==> src/rtl/rc4_prga_decryptor.sv <==
// RC4 pseudo-random generation loop: walks the scheduled S-box, swaps S[i]/S[j],
// fetches the keystream byte and writes ciphertext XOR keystream into the decrypted RAM.
//
//  state    | meaning
//  ---------+---------------------------------------------------------------
//  IDLE     | after reset, waiting for start
//  INC_I    | i <= i+1
//  RD_SI    | present S address i
//  WAIT_SI  | S read in flight
//  LATCH_SI | si <= S[i]
//  CALC_J   | j <= j+si
//  RD_SJ    | present S address j
//  WAIT_SJ  | S read in flight
//  LATCH_SJ | sj <= S[j]
//  WR_I     | S[i] <= sj
//  WR_J     | S[j] <= si
//  RD_F     | present S address si+sj
//  WAIT_F   | S read in flight
//  LATCH_F  | f <= S[si+sj]
//  WR_DEC   | dec[k] <= f ^ rom[k]
//  NEXT_K   | last byte -> DONE, else k <= k+1
//  DONE     | message finished, waiting for start

module rc4_prga_decryptor #(
    parameter int MSG_LEN = 32,
    parameter int MSG_AW  = 5
) (
    input  logic              clk,
    input  logic              reset,
    input  logic              start,
    input  logic [7:0]        s_q,
    output logic [7:0]        s_address,
    output logic [7:0]        s_data,
    output logic              s_wren,
    input  logic [7:0]        rom_q,
    output logic [MSG_AW-1:0] rom_address,
    output logic [MSG_AW-1:0] dec_address,
    output logic [7:0]        dec_data,
    output logic              dec_wren,
    output logic              busy,
    output logic              done
);

    localparam logic [4:0] ST_IDLE     = 5'd0;
    localparam logic [4:0] ST_INC_I    = 5'd1;
    localparam logic [4:0] ST_RD_SI    = 5'd2;
    localparam logic [4:0] ST_WAIT_SI  = 5'd3;
    localparam logic [4:0] ST_LATCH_SI = 5'd4;
    localparam logic [4:0] ST_CALC_J   = 5'd5;
    localparam logic [4:0] ST_RD_SJ    = 5'd6;
    localparam logic [4:0] ST_WAIT_SJ  = 5'd7;
    localparam logic [4:0] ST_LATCH_SJ = 5'd8;
    localparam logic [4:0] ST_WR_I     = 5'd9;
    localparam logic [4:0] ST_WR_J     = 5'd10;
    localparam logic [4:0] ST_RD_F     = 5'd11;
    localparam logic [4:0] ST_WAIT_F   = 5'd12;
    localparam logic [4:0] ST_LATCH_F  = 5'd13;
    localparam logic [4:0] ST_WR_DEC   = 5'd14;
    localparam logic [4:0] ST_NEXT_K   = 5'd15;
    localparam logic [4:0] ST_DONE     = 5'd16;

    localparam logic [MSG_AW-1:0] K_LAST = MSG_AW'(MSG_LEN - 1);

    logic [4:0]        state_q, state_d;
    logic [7:0]        i_q, i_d;
    logic [7:0]        j_q, j_d;
    logic [7:0]        si_q, si_d;
    logic [7:0]        sj_q, sj_d;
    logic [7:0]        f_q, f_d;
    logic [MSG_AW-1:0] k_q, k_d;
    logic              s_wren_raw;
    logic              dec_wren_raw;

    always_comb begin
        state_d = state_q;
        i_d     = i_q;
        j_d     = j_q;
        si_d    = si_q;
        sj_d    = sj_q;
        f_d     = f_q;
        k_d     = k_q;
        case (state_q)
            ST_IDLE, ST_DONE: begin
                if (start) begin
                    i_d     = 8'd0;
                    j_d     = 8'd0;
                    si_d    = 8'd0;
                    sj_d    = 8'd0;
                    f_d     = 8'd0;
                    k_d     = '0;
                    state_d = ST_INC_I;
                end
            end
            ST_INC_I: begin
                i_d     = i_q + 8'd1;
                state_d = ST_RD_SI;
            end
            ST_RD_SI:    state_d = ST_WAIT_SI;
            ST_WAIT_SI:  state_d = ST_LATCH_SI;
            ST_LATCH_SI: begin
                si_d    = s_q;
                state_d = ST_CALC_J;
            end
            ST_CALC_J: begin
                j_d     = j_q + si_q;
                state_d = ST_RD_SJ;
            end
            ST_RD_SJ:    state_d = ST_WAIT_SJ;
            ST_WAIT_SJ:  state_d = ST_LATCH_SJ;
            ST_LATCH_SJ: begin
                sj_d    = s_q;
                state_d = ST_WR_I;
            end
            ST_WR_I:     state_d = ST_WR_J;
            ST_WR_J:     state_d = ST_RD_F;
            ST_RD_F:     state_d = ST_WAIT_F;
            ST_WAIT_F:   state_d = ST_LATCH_F;
            ST_LATCH_F: begin
                f_d     = s_q;
                state_d = ST_WR_DEC;
            end
            ST_WR_DEC:   state_d = ST_NEXT_K;
            ST_NEXT_K: begin
                if (k_q == K_LAST) begin
                    state_d = ST_DONE;
                end else begin
                    k_d     = k_q + MSG_AW'(1);
                    state_d = ST_INC_I;
                end
            end
            default:     state_d = ST_IDLE;
        endcase
    end

    always_ff @(posedge clk) begin
        if (reset) begin
            state_q <= ST_IDLE;
            i_q     <= 8'd0;
            j_q     <= 8'd0;
            si_q    <= 8'd0;
            sj_q    <= 8'd0;
            f_q     <= 8'd0;
            k_q     <= '0;
        end else begin
            state_q <= state_d;
            i_q     <= i_d;
            j_q     <= j_d;
            si_q    <= si_d;
            sj_q    <= sj_d;
            f_q     <= f_d;
            k_q     <= k_d;
        end
    end

    // The keystream address uses the pre-swap si/sj, which equal S[j]+S[i] after the swap.
    always_comb begin
        s_address    = 8'd0;
        s_data       = 8'd0;
        s_wren_raw   = 1'b0;
        dec_data     = 8'd0;
        dec_wren_raw = 1'b0;
        case (state_q)
            ST_RD_SI, ST_WAIT_SI, ST_LATCH_SI: s_address = i_q;
            ST_RD_SJ, ST_WAIT_SJ, ST_LATCH_SJ: s_address = j_q;
            ST_WR_I: begin
                s_address  = i_q;
                s_data     = sj_q;
                s_wren_raw = 1'b1;
            end
            ST_WR_J: begin
                s_address  = j_q;
                s_data     = si_q;
                s_wren_raw = 1'b1;
            end
            ST_RD_F, ST_WAIT_F, ST_LATCH_F:    s_address = si_q + sj_q;
            ST_WR_DEC: begin
                dec_data     = f_q ^ rom_q;
                dec_wren_raw = 1'b1;
            end
            default: ;
        endcase
    end

    // Write strobes are masked by reset so an aborted run never commits a stray write.
    assign s_wren      = s_wren_raw & ~reset;
    assign dec_wren    = dec_wren_raw & ~reset;
    assign rom_address = k_q;
    assign dec_address = k_q;
    assign busy        = (state_q != ST_IDLE) && (state_q != ST_DONE);
    assign done        = (state_q == ST_DONE);

endmodule

==> config.mk <==
export PLATFORM = sky130hd
export DESIGN_NAME = rc4_prga_decryptor
export DESIGN_NICKNAME = d
export VERILOG_FILES = /design/src/rtl/rc4_prga_decryptor.sv
export SDC_FILE = /design/constraint.sdc
export NUM_CORES = 1
export LEC_CHECK = 0
export CORE_ASPECT_RATIO = 1.1
export CORE_MARGIN = 2
export CORE_UTILIZATION = 53
export DETAILED_ROUTE_END_ITERATION = 10
export PLACE_DENSITY = 0.81
export SKIP_LAST_GASP = 1
export SYNTH_ARGS = -nofsm -noshare
export SYNTH_HDL_FRONTEND = slang
export SYNTH_SLANG_ARGS = --single-unit
==> constraint.sdc <==
create_clock -name clk -period 2.5 [get_ports clk]
set_input_delay 0.5 -clock clk [delete_from_list [all_inputs] [get_ports clk]]
set_output_delay 0.5 -clock clk [all_outputs]
set_load 0.03 [all_outputs]
# Yosys cells after proc, flatten, opt, wreduce, memory -nomap -nowiden

Cells that the tools add are included.

Add/subtract/negate cells: 4
Divide/modulo/power cells: 0
Equality and inequality tests: 20
Bitwise operators: 4
$lt $le $gt $ge: 0
Reduce and logical (&&, ||, !) cells: 20
Shift-type cells: 0
Multiply operators: 0
Mux-type cells: 17

Operator list:

| cell                                          | number |
|---|---|
| case mux 8 bit (2 select lines)               | 6 |
| case mux 5 bit (16 select lines)              | 1 |
| == test 5 x 4 -> 1 bit, second input constant | 8 |
| case mux 8 bit (3 select lines)               | 1 |
| == test 5 x 3 -> 1 bit, second input constant | 4 |
| two-way mux 5 bit                             | 4 |
| adder 8 bit                                   | 2 |
| two-way mux 8 bit                             | 2 |
| nonzero test 2 bit                            | 6 |
| == test 5 x 2 -> 1 bit, second input constant | 2 |
| == test 5 bit, second input constant          | 2 |
| case mux 5 bit (2 select lines)               | 1 |
| AND reduction 2 bit                           | 5 |
| adder 8 x 1 -> 8 bit, second input constant   | 1 |
| OR reduction 4 bit                            | 2 |
| bitwise XOR 8 bit                             | 1 |
| adder 5 x 1 -> 5 bit, second input constant   | 1 |
| == test 5 x 1 -> 1 bit, second input constant | 1 |
| zero test 5 bit                               | 1 |
| != test 5 bit, second input constant          | 1 |
| nonzero test 5 bit                            | 1 |
| != test 2 bit, second input constant          | 2 |
| OR reduction 2 bit                            | 2 |
| AND reduction 3 bit                           | 1 |
| 5 further kinds                               | 7 |

Output and inout port bits: 38
Bits in read-only memories: 0
Input port bits: 19
Register bits: 50
RAM bits: 0
Word-level logic and storage cells: 72
Latch bits: 0
Memories kept: 0

# Longest topological paths before layout

Gate-level depths: netlist of the first run.

Word-level depth: 4
Mapped depth: 7
Mapped depth without buffers: 7

# Worst setup path after synthesis of the first run

No wires, ideal clock.

Path type: flip-flop to output port
From: register si_q[0]
To: output port s_address[6]
Slack: -0.209 ns
Stages on the path, launching flop included: 8
Required time: 2.000 ns
Buffers on the path: 0
Arrival: 2.209 ns
Cells stage by stage: dfxtp_1 > ha_1 > fa_1 > a211oi_1 > o21bai_1 > a21oi_1 > xor2_1 > o21ai_0

Longest elaborated chain between the ends: 2

RTL lines:

| element                         | RTL line | RTL |
|---|---|---|
| start: declaration              | 67       | `logic [7:0] si_q, si_d;` |
| start signal: assignment        | 148      | `si_q <= si_d;` |
| adder 8 bit                     | 175      | `ST_RD_F, ST_WAIT_F, ST_LATCH_F: s_address = si_q + sj_q;` |
| case mux 8 bit (3 select lines) | 162      | `case (state_q)` |
| end: declaration                | 32       | `output logic [7:0] s_address,` |

Every way passes these cells.

# Worst setup path after layout of the first run

From: register si_q[0]
To: output port s_address[4]

Same word-level chain as after synthesis.

==> out/results.txt, run 1 <==
Antenna Violating Nets Remaining -> 0
Synthesized area -> 3044 µm²
Max Clock Skew -> 0.01189 ns
Tmin final -> 2.637 ns
Hold-critical path depth -> 2
Register area share after synthesis -> 32.88%
Max-Slew Margin vs Limit -> 58.79%
Synth warnings -> 0
Internal power -> 0.001319 W
Port Buffers -> 56
H-tree Lvls -> 2
# hold bufs at CTS -> 0
Worst setup EP type -> primary output
Proportion of layout cells with a drive suffix above 1 -> 18.94%
Setup Viol. Count Final -> 3
Synth Area per Inst -> 8.503 µm²
Initial antenna violation count -> 0
Syn Nets -> 396
Core area -> 5465 µm²
Total I/O pin count -> 57
Final Cycle Share -> 105.5%
ANT cells -> 0
Layout Nets -> 454
Number of distinct library cells after synthesis -> 52
First-pass DRT Iterations -> 5
CP Max Fanout -> 2
Post-route setup slack -> -0.1375 ns
PD cells -> 517.4 nW/µm²
Ys flop type -> dfxtp_1
# clock sinks -> 50
RSZ-0062 raised after global routing -> yes
Num CTS Buffers -> 5
Filler cell count -> 469
Clk root buf -> clkbuf_8
F_max -> 379.2 MHz
Die H -> 83.49 µm
Lkg Pwr -> 1.479 nW
Initial Utilization -> 55.70%
WP data arrival -> 2.14 ns
# rows -> 28
VDD IR-drop max -> 378.3 µV
Slew @ Worst Pin -> 0.6159 ns
Power, Total -> 0.001987 W
Clock latency on the worst-skew pair -> 0.31 ns
Dpl hpwl -> 5.629 mm
Post-synthesis instance total -> 358
Routability cong. -> 0.8596
Global route total overflow -> 0
Sequential Power Share -> 44.6%
Clock share of power -> 29.4%
Total wire length -> 7.796 mm
CTS tree -> done
Clock Pin Slew Worst Setup and Hold Paths -> 0.10 ns
Largest net degree at the start of global routing -> 53
DR vias/cell -> 5.984
Status -> finished, violations left
Failing checks -> setup timing
Gr usage total -> 24.76%
Max_cap viols -> 0
Post-synth EDFFs -> 0
Iter 0 DRT Violations -> 204
Switch Pwr -> 0.0006682 W
Die X -> 76.26 µm
Slew Viols, Final -> 0
Global-route wire length before repair -> 13.11 mm
Dpl ws -> 0.03530 ns
Comb power frac -> 25.9%
Switching part of the total -> 33.62%
Type of the worst setup path -> reg -> out
Storage element area -> 1016 µm²
DRC viols -> 0
CP required -> 2.00 ns
Critical path startpoint category -> register
Worst Hold Class -> reg -> reg
Setup tns final -> -0.3218 ns
Layout area overhead -> 26.18%
Synth async-reset ratio -> 0%
Final Hold Fails -> 0
Seq cells post-synth -> 50
Multi-input gate area -> 1989 µm²
Total die area -> 6367 µm²
DR WL/cell -> 15.85 µm
Clock Tree Buf Depth -> 2
Reg2reg path depth -> 8
Vias -> 2944
Vias in the first global route -> 2776
-- layout make-up --
class                   instances  share of cell area (%)
clock buffers                   6                   1.889
clock inverters                 2                  0.9772
repair buffers                 70                   15.77
multi-input cells             282                   51.79
well taps                      75                   2.443
flip-flops and latches         50                   26.45
inverters                       7                  0.6840
-- cells by family (layout without fill, tap and decap cells) --
kind of cell    Yosys count  count (layout)  share of synthesized area (%)
simple gates            132             132                          22.81
compound gates          103             103                          23.47
flops                    50              50                          32.88
xor+xnor                 26              26                          7.481
buf+inv                  26              85                          4.357
fa+ha+maj                19              19                          8.302
mux                       2               2                         0.6987
-- worst max-delay path, cell delays in order (launching register included) --
cell	delay, ns
dfxtp_2	0.35
ha_4	0.16
fa_2	0.41
buf_6	0.14
a21o_1	0.16
a21oi_2	0.14
xor2_1	0.08
o21ai_1	0.20
buf_4	0.20
-- registers in the layout (all words and copies together) (netlist names) --
name         count
dec_address      5
i_q              8
f_q              8
si_q             8
j_q              8
sj_q             8
state_q          5
-- power by group through the flow --
stage	clock (W)	combinational, W	sequential [W]
after CTS	0.000585	0.000504	0.000886
after global placement	0	0.000489	0.000895
after floorplan	0	0.000372	0.000877
after detailed placement	0	0.000495	0.000898
final	0.000585	0.000515	0.000887
after global routing	0.000623	0.000564	0.000895
-- cell usage in the layout, fill, tap and decap left out, types with 9 or more instances in the layout --
cell type,n
a22oi_1,37
xnor2_1,17
a21oi_1,17
nand2_1,13
ha_1,14
buf_4,38
dfxtp_1,42
clkdlybuf4s50_1,28
nand3_1,13
o21ai_0,9
nor3_1,9
nor2_1,65
-- synthesized netlist by cell type (2+ instances only) --
cell type  instances  area (µm²)
and2_1             2       12.51
a21o_1             5       37.54
a22o_1             8       70.07
buf_4              6       45.04
xnor2_1           18       157.7
nor3_1             9       45.04
and3_1             2       12.51
o21bai_1           2       15.01
clkbuf_1          10       37.54
nand3b_1           4       30.03
inv_1              7       26.28
a21oi_1           19       95.09
nand2b_1           3       18.77
nor4_4             2       42.54
o211ai_1           2       15.01
o31ai_1            2       15.01
a221o_1            3       30.03
dfxtp_1           50        1001
buf_2              2       10.01
nor4_2             2       25.02
fa_1               2       40.04
ha_1              17       212.7
xor2_1             8       70.07
a211oi_1           5       37.54
nor2_1            65       244.0
or2_2              2       12.51
o22ai_1            2       12.51
o21ai_0           12       60.06
o21a_1             2       15.01
nand2_1           13       48.80
a2bb2oi_1          2       17.52
nand3_1           13       65.06
a22oi_1           37       277.8
nor2b_1            2       12.51
-- worst paths after layout --
| check | from | to | slack, ns |
|---|---|---|---|
| max | si_q[0] | s_address[4] | -0.14 |
| min | j_q[7] | j_q[7] | 0.50 |
| max reg2reg | si_q[0] | j_q[6] | 0.46 |
| min reg2reg | j_q[7] | j_q[7] | 0.50 |
-- metal layers --
metal	global-route usage [%]	share of wire (%)
met1	31.73	43
met2	43.12	50
met3	3.571	5.9
met4	7.273	1.3
met5	0	0
-- what timing repair did --
item	4_1_cts	5_1_grt
setup buffers	3	0
setup endpoints to repair	10	10
gates resized for setup	17	11
pin swaps	10	5
-- stage by stage --
step           cells  cell area [µm²]  hold WS (ns)  util (%)
2_1_floorplan    358             3044        0.4591         -
3_3_place_gp     481             3605        0.4705     65.96
3_5_place_dp     481             3605        0.4874     65.96
4_1_cts          492             3804        0.5007     69.60
5_1_grt          492             3841        0.5221     70.28
6_report         492             3841        0.5040     70.28
(Power assumes the default switching activity.)
==> inputs of run 2 (changes only) <==
--- a/config.mk
+++ b/config.mk
@@ -6,8 +6,8 @@
 export NUM_CORES = 1
 export LEC_CHECK = 0
 export CORE_ASPECT_RATIO = 1.1
-export CORE_MARGIN = 2
 export CORE_UTILIZATION = 53
+export CTS_CLUSTER_SIZE = 40
 export DETAILED_ROUTE_END_ITERATION = 10
 export PLACE_DENSITY = 0.81
 export SKIP_LAST_GASP = 1
==> run 2 against run 1 <==
Against the previous run: largest power group unchanged; critical path depth stayed put; critical path type unchanged; maximum frequency is 2.7% lower; clock power fell by 19%; worst hold slack worse by 0.0086 ns; register-to-register slack worse by 0.03 ns; die area decreased by 5.0%; final cell count stayed put; sequential power fell by 0.6%; combinational power grew 1%; first-iteration DRC count rose by 25%; wire length grew 1.4%; the run still ends with setup timing left; non-clock buffer count unchanged.
==> out/results.txt, run 2 (synthesis results as in run 1) <==
# rows -> 28
Storage element area -> 1022 µm²
Global route total overflow -> 0
Vias -> 2965
Total wire length -> 7.904 mm
F_max -> 368.7 MHz
Max-Slew Margin vs Limit -> 55.77%
Global-route wire length before repair -> 12.28 mm
Worst Hold Class -> reg -> reg
Layout area overhead -> 26.80%
Proportion of layout cells with a drive suffix above 1 -> 19.90%
Type of the worst setup path -> reg -> out
Total die area -> 6051 µm²
Largest net degree at the start of global routing -> 53
DR vias/cell -> 6.026
ANT cells -> 0
Slew @ Worst Pin -> 0.6610 ns
Clock Tree Buf Depth -> 2
Num CTS Buffers -> 5
VDD IR-drop max -> 339.3 µV
Layout Nets -> 454
Setup Viol. Count Final -> 4
DRC viols -> 0
Max Clock Skew -> 0.006050 ns
Lkg Pwr -> 1.490 nW
Status -> finished, violations left
Clk root buf -> clkbuf_8
Cells along the critical path -> ha_4, fa_2, buf_4, a21o_1, a21oi_2, xor2_1, o21ai_1, buf_4
Hold_ws -> 0.4955 ns
Slowest CP cell -> fa_2
Slew Viols, Final -> 0
Iter 0 DRT Violations -> 254
H-tree Lvls -> 2
Port Buffers -> 56
CTS tree -> done
Tmin final -> 2.712 ns
Critical path's largest stage delay -> 0.40 ns
Initial Utilization -> 55.70%
CP bufs+invs -> 2
Die X -> 74.26 µm
Clock latency on the worst-skew pair -> 0.31 ns
Most frequent CP cell -> buf_4
Most frequent cells in the layout -> 65 x nor2_1, 41 x dfxtp_1, 39 x buf_4
Total I/O pin count -> 57
Post-route setup slack -> -0.2120 ns
Filler cell count -> 452
Final Cycle Share -> 108.5%
Critical path startpoint category -> register
Gr usage total -> 26.07%
Dpl ws -> 0.01848 ns
Max_cap viols -> 0
Dpl hpwl -> 5.497 mm
Worst reg2reg setup slack -> 0.43 ns
Multi-input gate area -> 2029 µm²
First-pass DRT Iterations -> 5
Final Hold Fails -> 0
DR WL/cell -> 16.07 µm
Clock Pin Slew Worst Setup and Hold Paths -> 0.09 ns
Failing checks -> setup timing
WP data arrival -> 2.21 ns
RSZ-0062 raised after global routing -> yes
Fin cells -> 492
Worst setup EP type -> primary output
Antenna Violating Nets Remaining -> 0
Most common cell after layout, fill and taps aside -> nor2_1
Initial antenna violation count -> 0
Vias in the first global route -> 2651
PD cells -> 486.4 nW/µm²
Die H -> 81.49 µm
Core area -> 5465 µm²
Post-placement cell count -> 481
CP delay by family, top -> adder cells
Routability cong. -> 0.8335
CP required -> 2.00 ns
Setup tns final -> -0.4176 ns
# clock sinks -> 50
CP Max Fanout -> 2
# hold bufs at CTS -> 0
[run 2: metal layers]
metal	part of all wire, %	GRT usage (%)	wire length [µm]	vias up
met3	6.0	4.417	476	17
met4	2.0	8.868	160	0
met5	0	0	0	-
li1	-	-	-	1411
met1	42	34.07	3285	1419
met2	50	43.45	3982	118
[run 2: power breakdown]
group | internal [W] | total, W | switching [W]
combinational | 0.000197 | 0.000520 | 0.000323
sequential | 0.000823 | 0.000882 | 0.0000591
clock | 0.000198 | 0.000475 | 0.000277
total | 0.00122 | 0.00188 | 0.000659
[run 2: cell type report]
type	count	area share (%)
clock buffers	6	1.880
clock inverters	2	0.3566
inverters	7	0.6807
multi-input cells	282	52.58
flip-flops and latches	50	26.48
well taps	75	2.431
repair buffers	70	15.59
[run 2: worst min-delay path, stage by stage (launching register included)]
cell	delay [ns]
dfxtp_1	0.34
nand3_1	0.07
o31ai_1	0.06
[run 2: repair_timing]
item,in CTS,in global routing
gates resized for setup,20,16
pin swaps,12,7
setup endpoints to repair,10,17
buffers inserted,2,1
[run 2: final timing paths]
check / startpoint / end / depth (start not counted)
worst min register to register: j_q[6] / j_q[6] / 2
worst max-delay path: si_q[0] / s_address[4] / 8
worst max register to register: si_q[0] / j_q[6] / 8
worst min-delay path: j_q[6] / j_q[6] / 2
[run 2: stage by stage]
| stage | power, W | utilization, % | cell area (µm²) |
|---|---|---|---|
| 6_report | 0.001878 | 70.63 | 3860 |
| 5_1_grt | 0.001975 | 70.63 | 3860 |
| 4_1_cts | 0.001867 | 69.28 | 3786 |
| 3_5_place_dp | 0.001395 | 65.96 | 3605 |
| 3_3_place_gp | 0.001382 | 65.96 | 3605 |
| 2_1_floorplan | 0.001249 | - | 3044 |
